--- config.mk ---
export PLATFORM = sky130hd
export DESIGN_NAME = mmio_ctrl
export DESIGN_NICKNAME = d
export VERILOG_FILES = /design/src/rtl/mmio_defs.sv /design/src/rtl/mmio_rx_fifo.sv /design/src/rtl/mmio_ctrl.sv
export SDC_FILE = /design/constraint.sdc
export NUM_CORES = 1
export LEC_CHECK = 0
export ABC_AREA = 0
export CAP_MARGIN = 10
export CORE_MARGIN = 1
export CORE_UTILIZATION = 38
export DETAILED_ROUTE_END_ITERATION = 8
export GPL_ROUTABILITY_DRIVEN = 0
export GPL_TIMING_DRIVEN = 0
export SLEW_MARGIN = 20
export SYNTH_ARGS = -nofsm -noshare
export SYNTH_HDL_FRONTEND = slang
export SYNTH_SLANG_ARGS = --single-unit
--- constraint.sdc ---
create_clock -name clk -period 5.1 [get_ports clk]
set_clock_uncertainty 0.15 [all_clocks]
set_input_delay 1.02 -clock clk [delete_from_list [all_inputs] [get_ports clk]]
set_output_delay 1.02 -clock clk [all_outputs]
set_load 0.03 [all_outputs]
--- src/rtl/mmio_defs.sv ---
// mmio_defs: MMIO window offsets and status register bit positions.
// The CPU load/writeback select imports this package as well, so the
// offsets are defined in exactly one place.
package mmio_defs;

    localparam logic [7:0] OFF_STATUS  = 8'h00;
    localparam logic [7:0] OFF_RX      = 8'h04;
    localparam logic [7:0] OFF_TX      = 8'h08;
    localparam logic [7:0] OFF_CYCLE   = 8'h10;
    localparam logic [7:0] OFF_INSTRET = 8'h14;
    localparam logic [7:0] OFF_CLEAR   = 8'h18;

    localparam int STAT_TX_READY_BIT    = 0;
    localparam int STAT_RX_NONEMPTY_BIT = 1;

    // Status word layout: {30'b0, rx_nonempty, tx_ready}
    function automatic logic [31:0] pack_status(input logic tx_ready,
                                                input logic rx_nonempty);
        logic [31:0] s;
        s = '0;
        s[STAT_TX_READY_BIT]    = tx_ready;
        s[STAT_RX_NONEMPTY_BIT] = rx_nonempty;
        return s;
    endfunction

endpackage

--- src/rtl/mmio_rx_fifo.sv ---
// mmio_rx_fifo: byte-wide receive FIFO, DEPTH entries (power of two, >= 2).
// Ports: clk/rst (sync, active high), push/push_data, pop, full, empty,
// head (current oldest byte, valid when !empty).
// Push while full and pop while empty are ignored internally.
module mmio_rx_fifo #(
    parameter int unsigned DEPTH = 4
) (
    input  logic       clk,
    input  logic       rst,
    input  logic       push,
    input  logic [7:0] push_data,
    input  logic       pop,
    output logic       full,
    output logic       empty,
    output logic [7:0] head
);
    localparam int PW = $clog2(DEPTH);

    // Pointers carry one extra wrap bit to tell full from empty.
    logic [PW:0] wr_ptr_q, wr_ptr_d;
    logic [PW:0] rd_ptr_q, rd_ptr_d;
    logic [7:0]  mem_q [DEPTH];
    logic [7:0]  mem_d [DEPTH];
    logic        do_push, do_pop;

    assign empty   = (wr_ptr_q == rd_ptr_q);
    assign full    = (wr_ptr_q[PW] != rd_ptr_q[PW]) &&
                     (wr_ptr_q[PW-1:0] == rd_ptr_q[PW-1:0]);
    assign head    = mem_q[rd_ptr_q[PW-1:0]];
    assign do_push = push && !full;
    assign do_pop  = pop && !empty;

    always_comb begin
        mem_d    = mem_q;
        wr_ptr_d = wr_ptr_q;
        rd_ptr_d = rd_ptr_q;
        if (do_push) begin
            mem_d[wr_ptr_q[PW-1:0]] = push_data;
            wr_ptr_d = wr_ptr_q + 1'b1;
        end
        if (do_pop) begin
            rd_ptr_d = rd_ptr_q + 1'b1;
        end
    end

    always_ff @(posedge clk) begin
        if (rst) begin
            wr_ptr_q <= '0;
            rd_ptr_q <= '0;
            for (int i = 0; i < int'(DEPTH); i++) mem_q[i] <= '0;
        end else begin
            wr_ptr_q <= wr_ptr_d;
            rd_ptr_q <= rd_ptr_d;
            mem_q    <= mem_d;
        end
    end

endmodule

--- src/rtl/mmio_ctrl.sv ---
// mmio_ctrl: MMIO peripheral block sitting on the CPU execute stage.
// Decodes a 256-byte window at MMIO_BASE: status, UART RX/TX data,
// free-running cycle counter, retired-instruction counter, counter clear.
// Ports: clk/rst (sync, active high); addr/wdata/we/re/inst_retire from
// the CPU; rdata registered to writeback; UART TX/RX valid-ready pairs.
module mmio_ctrl
    import mmio_defs::*;
#(
    parameter int unsigned RX_DEPTH  = 4,
    parameter logic [31:0] MMIO_BASE = 32'h8000_0000
) (
    input  logic        clk,
    input  logic        rst,
    input  logic [31:0] addr,
    input  logic [31:0] wdata,
    input  logic        we,
    input  logic        re,
    input  logic        inst_retire,
    output logic [31:0] rdata,
    output logic [7:0]  uart_tx_data,
    output logic        uart_tx_valid,
    input  logic        uart_tx_ready,
    input  logic [7:0]  uart_rx_data,
    input  logic        uart_rx_valid,
    output logic        uart_rx_ready
);
    logic        hit, rd_hit, wr_hit;
    logic [7:0]  off;
    logic        tx_ready;
    logic        tx_valid_q, tx_valid_d;
    logic [7:0]  tx_data_q, tx_data_d;
    logic [31:0] cyc_q, cyc_d;
    logic [31:0] ret_q, ret_d;
    logic [31:0] rdata_q, rdata_d;
    logic [31:0] rd_val;
    logic        fifo_full, fifo_empty;
    logic [7:0]  fifo_head;
    logic        rx_push, rx_pop;
    logic        unused_wdata;

    assign hit    = (addr[31:8] == MMIO_BASE[31:8]);
    assign off    = addr[7:0];
    assign rd_hit = re && hit;
    assign wr_hit = we && hit;

    // TX holding register is empty exactly when nothing is being offered.
    assign tx_ready      = !tx_valid_q;
    assign uart_tx_valid = tx_valid_q;
    assign uart_tx_data  = tx_data_q;

    assign uart_rx_ready = !fifo_full;
    assign rx_push       = uart_rx_valid && !fifo_full;
    assign rx_pop        = rd_hit && (off == OFF_RX) && !fifo_empty;

    assign rdata        = rdata_q;
    assign unused_wdata = ^wdata[31:8];

    mmio_rx_fifo #(.DEPTH(RX_DEPTH)) u_rx_fifo (
        .clk       (clk),
        .rst       (rst),
        .push      (rx_push),
        .push_data (uart_rx_data),
        .pop       (rx_pop),
        .full      (fifo_full),
        .empty     (fifo_empty),
        .head      (fifo_head)
    );

    // Read mux; write-only and unassigned offsets read as zero.
    always_comb begin
        rd_val = '0;
        case (off)
            OFF_STATUS:  rd_val = pack_status(tx_ready, !fifo_empty);
            OFF_RX:      rd_val = fifo_empty ? 32'h0 : {24'h0, fifo_head};
            OFF_CYCLE:   rd_val = cyc_q;
            OFF_INSTRET: rd_val = ret_q;
            default:     rd_val = '0;
        endcase
    end

    always_comb begin
        rdata_d    = rdata_q;
        tx_valid_d = tx_valid_q;
        tx_data_d  = tx_data_q;
        cyc_d      = cyc_q + 32'd1;
        ret_d      = ret_q + {31'h0, inst_retire};

        // rdata holds its value across cycles with no decoded load.
        if (rd_hit) rdata_d = rd_val;

        // A store to TX while the holding register is busy is dropped.
        if (tx_valid_q && uart_tx_ready) begin
            tx_valid_d = 1'b0;
        end else if (wr_hit && (off == OFF_TX) && tx_ready) begin
            tx_valid_d = 1'b1;
            tx_data_d  = wdata[7:0];
        end

        // Clear overrides the same-cycle increment.
        if (wr_hit && (off == OFF_CLEAR)) begin
            cyc_d = '0;
            ret_d = '0;
        end
    end

    always_ff @(posedge clk) begin
        if (rst) begin
            rdata_q    <= '0;
            tx_valid_q <= 1'b0;
            tx_data_q  <= '0;
            cyc_q      <= '0;
            ret_q      <= '0;
        end else begin
            rdata_q    <= rdata_d;
            tx_valid_q <= tx_valid_d;
            tx_data_q  <= tx_data_d;
            cyc_q      <= cyc_d;
            ret_q      <= ret_d;
        end
    end

endmodule

### Word-level counts from Yosys, hierarchy flattened

Index checks and enable logic that the tools add are counted.
Widths: inputs -> output; s select.

* $lt $le $gt $ge: 3
* divide/modulo/power cells: 0
* $add $sub $neg: 4
* multipliers: 0
* bitwise operators: 3
* eq/ne operators: 9
* shift-type cells: 0
* reduce and logical (&&, ||, !) cells: 20
* mux-type cells: 8

Operator list (count)
* $pmux 32 s4: 1
* $add 32x1->32: 1
* $add 32x1->32 const B: 1
* $bwmux 32: 1
* $mux 8: 4
* $eq 24x24->1 const B: 1
* $eq 8x5->1 const B: 3
* $bmux 8 s2: 1
* $demux 8 s2: 1
* $logic_and 1x1->1: 13
* $eq 8x3->1 const B: 1
* $eq 8x4->1 const B: 1
* $logic_not 8->1: 1
* $add 3x1->3 const B: 2
* $ge 3x3->1 const B: 2
* $not 2->3: 2
* $reduce_or 2->1: 2
* $eq 3x3->1: 1
* $logic_not 1->1: 3
* $lt 3x1->1 const B: 1
* $eq 2x2->1: 1
* $reduce_and 2->1: 1
* $ne 1x1->1: 1
* $not 1->1: 1

* bits in latches: 0
* input bits: 79
* output and inout bits: 42
* RAM bits: 0
* bits in registers: 143
* memories: 0
* bits in read-only memories: 0

### Longest topological paths before layout

* word-level depth: 6
* mapped depth: 8
* mapped depth without buffers: 6

### By module

From an unflattened synthesis, not the netlist that was laid out.

* cells, all modules: 682
* area, all modules: 6780.3 um^2

Modules (own cells, without submodules)
* mmio_ctrl: cells an instance 509, area an instance 4800.9 um^2, sequential area each 2102.0 um^2, times used 1
* mmio_rx_fifo: cells an instance 173, area an instance 1979.4 um^2, sequential area each 760.7 um^2, times used 1

### Least setup slack after synthesis

Ideal clock, no wire load.

* path kind: input to register
* start: input addr[20]
* end: register cyc_q[26]
* path buffers: 1
* slack: 2.423 ns
* stages on the path: 5
* required time: 4.835 ns
* arrival: 2.412 ns
* cells stage by stage: nor4_2 nand4_1 o41ai_4 buf_6 nor2_1

* cells in the longest elaborated chain, start to end: 4

Ends and longest elaborated chain
* start, declared: line mmio_ctrl.sv:14 `input logic [31:0] addr,`
* $eq 24x24->1: line mmio_ctrl.sv:41 `assign hit = (addr[31:8] == MMIO_BASE[31:8]);`
* $logic_and 1x1->1: line mmio_ctrl.sv:44 `assign wr_hit = we && hit;`
* $logic_and 1x1->1: line mmio_ctrl.sv:100 `if (wr_hit && (off == OFF_CLEAR)) begin`
* $reduce_or 2->1 (no source line)
* end signal, assigned: line mmio_ctrl.sv:117 `cyc_q <= cyc_d;`
* end, declared: line mmio_ctrl.sv:32 `logic [31:0] cyc_q, cyc_d;`

No other way between the ends.
A chain may end at the register's enable or synchronous reset.

### Final worst setup path

* start: input addr[5]
* end: register rdata_q[21], in the netlist rdata[21]

* cells in the longest elaborated chain, start to end: 2

Ends and longest elaborated chain
* $eq 8x5->1, or another cell as far along: line mmio_ctrl.sv:72 `case (off)`
* $pmux 32 s4 *: line mmio_ctrl.sv:72
* end signal, assigned: line mmio_ctrl.sv:114 `rdata_q <= rdata_d;`
* end, declared: line mmio_ctrl.sv:34 `logic [31:0] rdata_q, rdata_d;`

Every way passes the cells marked *; elsewhere a longest branch is shown, timed or not.

==> reports/qor.txt <==
mux cell area share after synthesis: 4.11%
total track usage: 21.6%
final setup fails: 0
CTS max path bufs: 2
Setup crit start kind: input port
CP Buf/Inv Count: 2
htree depth: 4
die width: 134 um
Final Hold Viols: 0
Starting Density: 39.5%
Worst EP arrival: 3.36 ns
simple-gate share of the synthesized area: 23.7%
core outline area: 0.0168 mm2
I/O Pins: 121
die height: 134 um
Post-synth EDFFs: 0
fmax: 0.317 GHz
commonest non-fill, non-tap cell in the layout: dfxtp_1
fin crit share: 61.8%
mean routed wirelength per cell: 17.4 um
Seq/Total Area, Yosys: 43.3%
Mean Syn Cell Area: 9.22 um2
Pleak: 2.76 nW
vias in the first global route: 5713
Vias/cell: 5.41
initial drt markers: 306
Syn Nets: 804
maxcap violations: 0
CP endpoint kind: flip-flop
initial antenna violation count: 0
fill count: 1525
Post-Place Cells: 1033
largest family of logic cells by synthesized area: simple AND/OR/NAND/NOR gates
grt total ovfl: 0
RSZ-0062 raised after global routing: no
post-route setup TNS: 0 ns
flops & latches, synth: 143
# DRC: 0
crit-path max FO: 10
Slew Viols, Final: 0
CTS buffer count: 17
synth warn: 0
status: finished, final reports clean
clk slew on worst S/H paths: 0.06 ns
Main synth FF type: dfxtp_1
slowest stage cell on the critical path: nor3_1
pin count of the biggest net entering global routing: 17
Min-Delay Path Class: reg2reg
post-cts sizing count: 0
Worst Max-Slew Pin Slew: 0.912 ns
Detail Route Antenna Nets: 0
Crit Path Class: in2reg
Max IR drop VDD: 0.216 mV
hold_buf cts: 0
top cell family by delay on the critical path: simple AND/OR/NAND/NOR gates
dpl cell area: 0.00785 mm2
vias: 5761
pwr/cell area: 313 mW/mm2
CP max stage delay: 0.50 ns
fin cells: 1065
CTS tree: done
synthesized cell area: 0.00661 mm2
Synth Instances: 717
root buffer cell: clkbuf_16
Post-synth ARST share: 0%
Adder-Cell Fraction of Synth Area: 1.51%
clk_lat worst skew: 0.42 ns
area of the multi-input gates: 0.00342 mm2
share of layout cells above drive strength 1: 11.6%
Final min period: 3.15 ns
die area: 0.0179 mm2
register area: 0.00286 mm2
Detailed Route WL: 18600 um
area delta synth->final: 28.5%
commonest cells after routing, fill and taps aside: dfxtp_1 (143), clkdlybuf4s50_1 (96), nor2_1 (82)
post-route cell area: 0.00850 mm2
drt pass-1 iters: 5
Sink Count: 143
post-synthesis cell type count: 53
DP Wirelength: 13500 um
Relative slew margins: 39.0%
I/O Buffers: 96
Core Rows: 47
fin nets: 919
Antenna Cells: 0
global-route wire length before repair: 30000 um
worst hold margin: 0.304 ns
post-synthesis compound-gate area fraction: 14.9%
setup bufs post-CTS: 0
cells along the critical path: clkdlybuf4s50_1 -> nor4_2 -> nand2_1 -> nor3_1 -> clkbuf_1 -> a22oi_1 -> o2bb2ai_2
XOR/XNOR Fraction of Synth Area: 7.55%
Critical Path RT: 5.31 ns
==> worst min-delay path: stages, from the launching register on <==
cell and delay [ns]:
dfxtp_1 0.31, nand2_1 0.05, a21oi_1 0.05
==> per-layer routing <==
metal  GRT usage [%]  part of all wire [%]
met1            25.9                    43
met2            36.5                    49
met3            5.33                   5.4
met4            9.22                   2.7
met5               0                     0
==> path summary, 6_finish.rpt <==
kind	startpoint	to	slack [ns]	cells after the start
max	addr[5]	rdata[21]	1.95	7
min	u_rx_fifo.mem_q[14]	u_rx_fifo.mem_q[14]	0.30	2
max reg2reg	ret_q[0]	ret_q[30]	2.82	7
min reg2reg	u_rx_fifo.mem_q[14]	u_rx_fifo.mem_q[14]	0.30	2
==> sequential cells by signal, summed over array words and instances (netlist names) <==
name and count:
rdata 32, uart_tx_data 8, u_rx_fifo.wr_ptr_q 3, uart_tx_valid 1
u_rx_fifo.rd_ptr_q 3, cyc_q 32, ret_q 32, u_rx_fifo.mem_q 32
==> cell usage after synthesis, types with 5 or more instances <==
cell type	number	area, um2
dfxtp_1	143	2860
nor2_1	82	308
nand2_1	63	236
nand3_1	61	305
a21oi_1	51	255
xnor2_1	40	350
a22oi_1	25	188
inv_1	22	82.6
clkbuf_1	20	75.1
o2bb2ai_2	20	300
xor2_1	17	149
o21ai_0	14	70.1
nand4_1	13	81.3
nor3_1	13	65.1
nor4_1	11	68.8
and4_1	10	87.6
or3_1	10	62.6
buf_6	9	101
ha_1	8	100
mux2i_1	8	80.1
mux4_2	8	180
nor4_2	8	100
a221oi_1	6	52.6
buf_2	6	30.0
and2_1	5	31.3
==> logic make-up (layout without fill, tap and decap cells) <==
kind of cell	Yosys count	in the layout
muxes	17	17
adders and majority gates	8	8
buffers and inverters	65	193
xor gates and xnor gates	57	57
and+or+nand+nor	299	299
AOI/OAI and AO/OA	128	128
DFF	143	143
==> per-stage QoR <==
step                setup WS [ns]  total power, mW  util [%]
global route                 1.70             2.75      50.7
CTS                          1.95             2.68      50.7
finish                       1.95             2.66      50.7
detailed placement           1.53             1.32      46.8
floorplan                    2.42             1.24         -
global placement             1.54             1.32      46.8
==> cell type report <==
type,instances,share of cell area (%)
clock buffers,20,5.49
inverters,22,0.972
multi-input cells,509,40.3
flip-flops and latches,143,33.7
repair buffers,96,11.3
well taps,220,3.24
clock inverters,12,2.13
plain buffers,43,2.90
==> where the power goes <==
| part | switching, mW | leakage (nW) | internal, mW |
|---|---|---|---|
| clock | 0.495 | 0.317 | 0.861 |
| combinational | 0.0846 | 1.29 | 0.0723 |
| sequential | 0.0115 | 1.15 | 1.13 |
| total | 0.591 | 2.76 | 2.07 |
Power figures use the tool's default switching activity.
